==> src/rtl/life_cursor_rpt_if.sv <==
// rtl/life_cursor_rpt_if.sv - key input and cursor output bundle for life_cursor_rpt

`ifndef KEY_UP
`define KEY_UP    3'd1
`endif
`ifndef KEY_DOWN
`define KEY_DOWN  3'd2
`endif
`ifndef KEY_LEFT
`define KEY_LEFT  3'd3
`endif
`ifndef KEY_RIGHT
`define KEY_RIGHT 3'd4
`endif

interface life_cursor_rpt_if #(
   parameter int LOG2X = 3,
   parameter int LOG2Y = 3
);
   logic [2:0]       keys;
   logic [LOG2X-1:0] cursor_x;
   logic [LOG2Y-1:0] cursor_y;
   logic             moved;
   logic             blocked;

   // key decoder side drives keys and observes the cursor
   modport master (
      output keys,
      input  cursor_x, cursor_y, moved, blocked
   );

   // cursor controller side
   modport slave (
      input  keys,
      output cursor_x, cursor_y, moved, blocked
   );
endinterface

==> src/rtl/life_cursor_rpt.sv <==
// rtl/life_cursor_rpt.sv - grid cursor controller with key auto-repeat and wrap/clamp edges

`ifndef KEY_UP
`define KEY_UP    3'd1
`endif
`ifndef KEY_DOWN
`define KEY_DOWN  3'd2
`endif
`ifndef KEY_LEFT
`define KEY_LEFT  3'd3
`endif
`ifndef KEY_RIGHT
`define KEY_RIGHT 3'd4
`endif

module life_cursor_rpt #(
   parameter int X         = 8,
   parameter int Y         = 8,
   parameter int LOG2X     = 3,
   parameter int LOG2Y     = 3,
   parameter int HOME_X    = 0,
   parameter int HOME_Y    = 0,
   parameter int WRAP      = 1,
   parameter int RPT_DELAY = 16,
   parameter int RPT_RATE  = 4,
   parameter int CNT_W     = 8
) (
   input  logic               clk,
   input  logic               reset,
   life_cursor_rpt_if.slave   bus
);

   // idle code must not collide with any direction code
   localparam logic [2:0]       K_IDLE  = 3'd0;
   localparam logic [LOG2X-1:0] X_MAX   = LOG2X'(X - 1);
   localparam logic [LOG2Y-1:0] Y_MAX   = LOG2Y'(Y - 1);
   localparam logic [LOG2X-1:0] X_HOME  = LOG2X'(HOME_X);
   localparam logic [LOG2Y-1:0] Y_HOME  = LOG2Y'(HOME_Y);
   localparam logic [CNT_W-1:0] C_DELAY = CNT_W'(RPT_DELAY);
   localparam logic [CNT_W-1:0] C_RATE  = CNT_W'(RPT_RATE);
   localparam logic [CNT_W-1:0] C_ONE   = CNT_W'(1);

   logic [2:0]       r_k_q;
   logic [2:0]       r_k_p;
   logic [CNT_W-1:0] r_cnt;
   logic [LOG2X-1:0] r_x;
   logic [LOG2Y-1:0] r_y;
   logic             r_moved;
   logic             r_blocked;

   logic             w_is_dir;
   logic             w_press;
   logic             w_rpt;
   logic [CNT_W-1:0] w_cnt_nxt;
   logic [LOG2X-1:0] w_x_nxt;
   logic [LOG2Y-1:0] w_y_nxt;
   logic             w_moved_nxt;
   logic             w_blocked_nxt;

   assign w_is_dir = (r_k_q == `KEY_UP)   || (r_k_q == `KEY_DOWN) ||
                     (r_k_q == `KEY_LEFT) || (r_k_q == `KEY_RIGHT);
   // a new direction (including a change without release) is a press
   assign w_press  = w_is_dir && (r_k_q != r_k_p);
   // counter only reaches 1 while the same direction is held
   assign w_rpt    = w_is_dir && !w_press && (r_cnt == C_ONE);

   // two-stage key pipeline: current sample and previous sample
   always_ff @(posedge clk or negedge reset) begin
      if (!reset) begin
         r_k_q <= K_IDLE;
         r_k_p <= K_IDLE;
      end else begin
         r_k_q <= bus.keys;
         r_k_p <= r_k_q;
      end
   end

   // next repeat count, next position and edge outcome for this cycle's event
   always_comb begin
      w_cnt_nxt     = r_cnt;
      w_x_nxt       = r_x;
      w_y_nxt       = r_y;
      w_moved_nxt   = 1'b0;
      w_blocked_nxt = 1'b0;

      if (!w_is_dir)
         w_cnt_nxt = '0;
      else if (w_press)
         w_cnt_nxt = C_DELAY;
      else if (w_rpt)
         w_cnt_nxt = C_RATE;
      else if (r_cnt != '0)
         w_cnt_nxt = r_cnt - C_ONE;

      if (w_press || w_rpt) begin
         case (r_k_q)
            `KEY_LEFT: begin
               if (r_x != X_MAX) begin
                  w_x_nxt     = r_x + 1'b1;
                  w_moved_nxt = 1'b1;
               end else if (WRAP != 0) begin
                  w_x_nxt     = '0;
                  w_moved_nxt = 1'b1;
               end else begin
                  w_blocked_nxt = 1'b1;
               end
            end
            `KEY_RIGHT: begin
               if (r_x != '0) begin
                  w_x_nxt     = r_x - 1'b1;
                  w_moved_nxt = 1'b1;
               end else if (WRAP != 0) begin
                  w_x_nxt     = X_MAX;
                  w_moved_nxt = 1'b1;
               end else begin
                  w_blocked_nxt = 1'b1;
               end
            end
            `KEY_DOWN: begin
               if (r_y != Y_MAX) begin
                  w_y_nxt     = r_y + 1'b1;
                  w_moved_nxt = 1'b1;
               end else if (WRAP != 0) begin
                  w_y_nxt     = '0;
                  w_moved_nxt = 1'b1;
               end else begin
                  w_blocked_nxt = 1'b1;
               end
            end
            `KEY_UP: begin
               if (r_y != '0) begin
                  w_y_nxt     = r_y - 1'b1;
                  w_moved_nxt = 1'b1;
               end else if (WRAP != 0) begin
                  w_y_nxt     = Y_MAX;
                  w_moved_nxt = 1'b1;
               end else begin
                  w_blocked_nxt = 1'b1;
               end
            end
            default: ;
         endcase
      end
   end

   // registered cursor, strobes and repeat counter
   always_ff @(posedge clk or negedge reset) begin
      if (!reset) begin
         r_cnt     <= '0;
         r_x       <= X_HOME;
         r_y       <= Y_HOME;
         r_moved   <= 1'b0;
         r_blocked <= 1'b0;
      end else begin
         r_cnt     <= w_cnt_nxt;
         r_x       <= w_x_nxt;
         r_y       <= w_y_nxt;
         r_moved   <= w_moved_nxt;
         r_blocked <= w_blocked_nxt;
      end
   end

   assign bus.cursor_x = r_x;
   assign bus.cursor_y = r_y;
   assign bus.moved    = r_moved;
   assign bus.blocked  = r_blocked;

endmodule

==> src/flat_wrapper.sv <==
// flat-port wrapper written by rule: the top's interface ports become plain ports
module life_cursor_rpt_flat 
#(
   parameter int X         = 8,
   parameter int Y         = 8,
   parameter int LOG2X     = 3,
   parameter int LOG2Y     = 3,
   parameter int HOME_X    = 0,
   parameter int HOME_Y    = 0,
   parameter int WRAP      = 1,
   parameter int RPT_DELAY = 16,
   parameter int RPT_RATE  = 4,
   parameter int CNT_W     = 8
)
  (clk, reset, bus_keys, bus_cursor_x, bus_cursor_y, bus_moved, bus_blocked);
  life_cursor_rpt_if #(.LOG2X(LOG2X), .LOG2Y(LOG2Y)) bus_i ();
  input  logic clk;
  input  logic reset;
  input wire logic [$bits(bus_i.keys)-1:0] bus_keys;
  output wire logic [$bits(bus_i.cursor_x)-1:0] bus_cursor_x;
  output wire logic [$bits(bus_i.cursor_y)-1:0] bus_cursor_y;
  output wire logic [$bits(bus_i.moved)-1:0] bus_moved;
  output wire logic [$bits(bus_i.blocked)-1:0] bus_blocked;
  assign bus_i.keys = bus_keys;
  assign bus_cursor_x = bus_i.cursor_x;
  assign bus_cursor_y = bus_i.cursor_y;
  assign bus_moved = bus_i.moved;
  assign bus_blocked = bus_i.blocked;
  life_cursor_rpt #(.X(X), .Y(Y), .LOG2X(LOG2X), .LOG2Y(LOG2Y), .HOME_X(HOME_X), .HOME_Y(HOME_Y), .WRAP(WRAP), .RPT_DELAY(RPT_DELAY), .RPT_RATE(RPT_RATE), .CNT_W(CNT_W)) u_core (.clk(clk), .reset(reset), .bus(bus_i));
endmodule
==> config.mk <==
export PLATFORM = sky130hd
export DESIGN_NAME = life_cursor_rpt_flat
export DESIGN_NICKNAME = d
export VERILOG_FILES = /design/src/rtl/life_cursor_rpt_if.sv /design/src/rtl/life_cursor_rpt.sv /design/src/flat_wrapper.sv
export SDC_FILE = /design/constraint.sdc
export NUM_CORES = 1
export LEC_CHECK = 0
export CAP_MARGIN = 5
export CORE_ASPECT_RATIO = 1.5
export CORE_MARGIN = 1.5
export CORE_UTILIZATION = 59
export CTS_BUF_LIST = sky130_fd_sc_hd__clkbuf_8
export CTS_CLUSTER_DIAMETER = 30
export DETAILED_ROUTE_END_ITERATION = 8
export GPL_TIMING_DRIVEN = 0
export PLACE_DENSITY = 0.82
export SETUP_SLACK_MARGIN = 0.3
export SYNTH_ARGS = -nofsm -noshare
export SYNTH_HDL_FRONTEND = slang
export SYNTH_SLANG_ARGS = --single-unit
==> constraint.sdc <==
create_clock -name clk -period 3.6 [get_ports clk]
set_clock_uncertainty 0.1 [all_clocks]
set_input_delay 0.9 -clock clk [delete_from_list [all_inputs] [get_ports clk]]
set_output_delay 0.9 -clock clk [all_outputs]
set_load 0.03 [all_outputs]
==> results.cfg <==
[yosys]
synth-edff-count = 0
synth_cells = 131
synthesis.yosys.warnings = 0
ys_types = 42
synth_largest_area_cell = sky130_fd_sc_hd__dfrtp_1
post-synth-top-count-cell = sky130_fd_sc_hd__dfrtp_1
ys_seq_area_share_pct = 40.6
synthesis.area_per_instance_um2 = 9.88
synthTopCellsByArea = sky130_fd_sc_hd__dfrtp_1 41%, sky130_fd_sc_hd__ha_1 11%, sky130_fd_sc_hd__inv_1 4.4%
post_synthesis_register_bit_count = 21
ys_top_cells_by_count = 21 x sky130_fd_sc_hd__dfrtp_1, 15 x sky130_fd_sc_hd__inv_1, 14 x sky130_fd_sc_hd__nor2_1
synth-async-reset-ratio_pct = 100
mappedNetlistNets = 147
post_synth_instance_area_um2 = 1290
synth_top_area_share_pct = 40.6
yosys_most_used_dff = sky130_fd_sc_hd__dfrtp_1

[hold_path]
worstHoldPathCells = 0
hp-class = reg2reg

[sta]
fmax_mhz = 417
finalHoldViolCount = 0
fin_crit_ns = 2.40
finalSetupViolCount = 0
setup_tns_ns = 0
timing_worst_slew_pin_value_ns = 0.930
report.final.slew_viol_count = 0
layout_worst_path_cycle_share_pct = 66.7
grt_setup_unrepaired = no
max_slew_margin_pct = 37.8

[power]
static-leakage-power_nw = 0.704
netSwitchingFraction_pct = 38.0
cellInternalPower_w = 0.000540
total_switching_power_w = 0.000331
pwr_density_cell_nw_per_um2 = 589
combinationalPowerShare_pct = 45.9
p_clk_share_pct = 17.2
worst_ir_drop_vdd_mv = 0.287
pwr-share-seq_pct = 36.9

[finish]
flow.area_growth_from_synthesis_pct = 14.1
finish.net_count = 163
finish.instance_area_um2 = 1480
insertedDiodeCount = 0
final_layout_size_suffix_gt1_share_pct = 10.3

[grt]
number_of_antenna_violations_at_the_first_check_in_global_routing = 0
global_route.overflow_total = 0
grt_pass1_vias = 940
grt_start_max_net_pins = 22
grt_pass1_wl_mm = 3.73
gr-usage-all-layers_pct = 21.7

[detailed_routing]
post-route-drc-count = 0
detail_route.vias_per_cell = 5.75
routed_wire_length_per_instance_um = 13.1
drt_iter0_markers = 22
drtAntennaViolNets = 0
detailedRoute.firstPassIterationCount = 4
wire_length_reported_by_the_detailed_router_mm = 2.20
detailroute.via_count = 966

[placed_design]
place_congestion = 0.825
detailed_place_hpwl_mm = 1.64
detailed_place.area_um2 = 1430
port_buffers = 11

[floorplanning]
top_level_ports = 13
die_w_um = 41.2
die_height_um = 60.4
start_util_pct = 63.0
fp.coreArea_um2 = 2050
dieArea_um2 = 2490
core.rowCount = 20

[worst_setup_path]
critical_path_depth = 1
worstSetupPathType = reg2out
cp_top_delay_family = buffers and inverters
critical_path.max_stage_delay_ns = 0.70
crit_path_start_kind = register
crit_path_cell_trace = clkdlybuf4s50_1
crit_path_max_fanout = 6
worst-endpoint-required_ns = 2.60
crit_slowest_cell = sky130_fd_sc_hd__clkdlybuf4s50_1
setup.worst_path.end_class = primary output
worst_ep_arrival_time_ns = 1.40
rr_worst_depth = 5
critical_path_buf_inv_count = 1

[clock_tree]
cts_htree_levels = 1
clkSlewWorstSetupHoldPaths_ns = 0.07
number_of_sinks_on_the_clock_net = 21
clkLatencyLatePin_ns = 0.26
cts.root.buffer_cell = sky130_fd_sc_hd__clkbuf_8
post_cts_buffers = 0
clockBufferDepth = 2
tritoncts = built
cts_hold_buf = 0
cts_inserted_buffers = 3
postCtsResizedCells = 0

[run]
cap_viol_max_count = 0

[outcome]
result_of_the_run = finished clean
==> through the flow <==
step	instances	total power [W]	util, %	worst slack [ns]	hold slack [ns]
final	168	0.000870	72.0	1.20	0.298
after global routing	168	0.000948	72.0	1.13	0.314
after CTS	168	0.000883	72.0	1.20	0.303
after detailed placement	164	0.000731	69.8	1.40	0.282
after global placement	164	0.000710	69.8	1.42	0.278
after floorplan	131	0.000600	-	1.82	0.274
==> placed cells by master, fill, tap and decap left out, types with 2 or more instances in the layout <==
cell and instances:
sky130_fd_sc_hd__nor2_1 14, sky130_fd_sc_hd__buf_6 3, sky130_fd_sc_hd__ha_1 11, sky130_fd_sc_hd__dfrtp_1 21, sky130_fd_sc_hd__a21oi_1 5, sky130_fd_sc_hd__nand3b_1 2
sky130_fd_sc_hd__a211oi_1 2, sky130_fd_sc_hd__buf_4 2, sky130_fd_sc_hd__a31oi_1 3, sky130_fd_sc_hd__o21ai_0 5, sky130_fd_sc_hd__xor2_1 2, sky130_fd_sc_hd__o2bb2ai_1 2
sky130_fd_sc_hd__nor3_1 3, sky130_fd_sc_hd__mux2i_1 2, sky130_fd_sc_hd__nand2_1 7, sky130_fd_sc_hd__clkbuf_8 3, sky130_fd_sc_hd__clkdlybuf4s50_1 11, sky130_fd_sc_hd__inv_1 16
sky130_fd_sc_hd__and3_1 3, sky130_fd_sc_hd__xnor2_1 5
==> power groups by stage <==
stage,clock [W],combinational (W),sequential [W]
2_1_floorplan,0,0.000212,0.000388
3_3_place_gp,0,0.000387,0.000323
3_5_place_dp,0,0.000405,0.000326
4_1_cts,0.000155,0.000407,0.000322
5_1_grt,0.000163,0.000456,0.000330
6_report,0.000150,0.000399,0.000321
==> cells by family after synthesis <==
kind of cell,synth area share (%)
AO/OA/AOI/OAI,16.3
XOR/XNOR,4.74
adder cells (fa/ha/maj),10.6
buffers and inverters,8.41
flip-flops,40.6
multiplexers,2.42
other,0.290
AND/OR/NAND/NOR,16.5
==> registers in the layout, indices dropped and copies added, names as in the netlist <==
name and flops:
u_core.bus.moved 1, u_core.r_k_q 3, u_core.r_cnt 8, u_core.r_k_p 3, u_core.bus.cursor_x 3, u_core.bus.cursor_y 3
==> worst paths after layout <==
path	to	slack, ns	startpoint
min in group asynchronous	u_core.bus.cursor_x[0]	1.06	reset
max reg2reg	u_core.bus.cursor_y[2]	1.72	u_core.r_k_q[0]
max in group asynchronous	u_core.bus.moved	1.77	reset
min reg2reg	u_core.r_k_p[1]	0.30	u_core.r_k_q[1]
max	bus_cursor_x[1]	1.20	u_core.bus.cursor_x[1]
min	u_core.r_k_p[1]	0.30	u_core.r_k_q[1]
==> metal layers <==
metal	wire, um	share of wire [%]	vias to the layer above	global-route usage [%]
li1	-	-	485	-
met5	0	0	-	0
met1	953	43	463	25.1
met2	1160	53	14	38.6
met4	40	1.8	0	8.76
met3	50	2.3	4	2.20
==> worst reg2reg max path, delay by kind of cell (launching register included) <==
family	cells	cell delay (ns)
AOI/OAI and AO/OA	1	0.30
and+or+nand+nor	1	0.28
buffers and inverters	1	0.14
DFF	1	0.39
xor gates and xnor gates	1	0.20
muxes	1	0.37
==> cell type report <==
cell class / count / area (um^2)
multi-input cells: 89 / 659
fillers: 151 / 576
flip-flops and latches: 21 / 526
repair buffers: 11 / 110
inverters: 15 / 56.3
plain buffers: 6 / 52.6
clock buffers: 3 / 41.3
well taps: 22 / 27.5
clock inverters: 1 / 3.75
(Power assumes the default switching activity.)
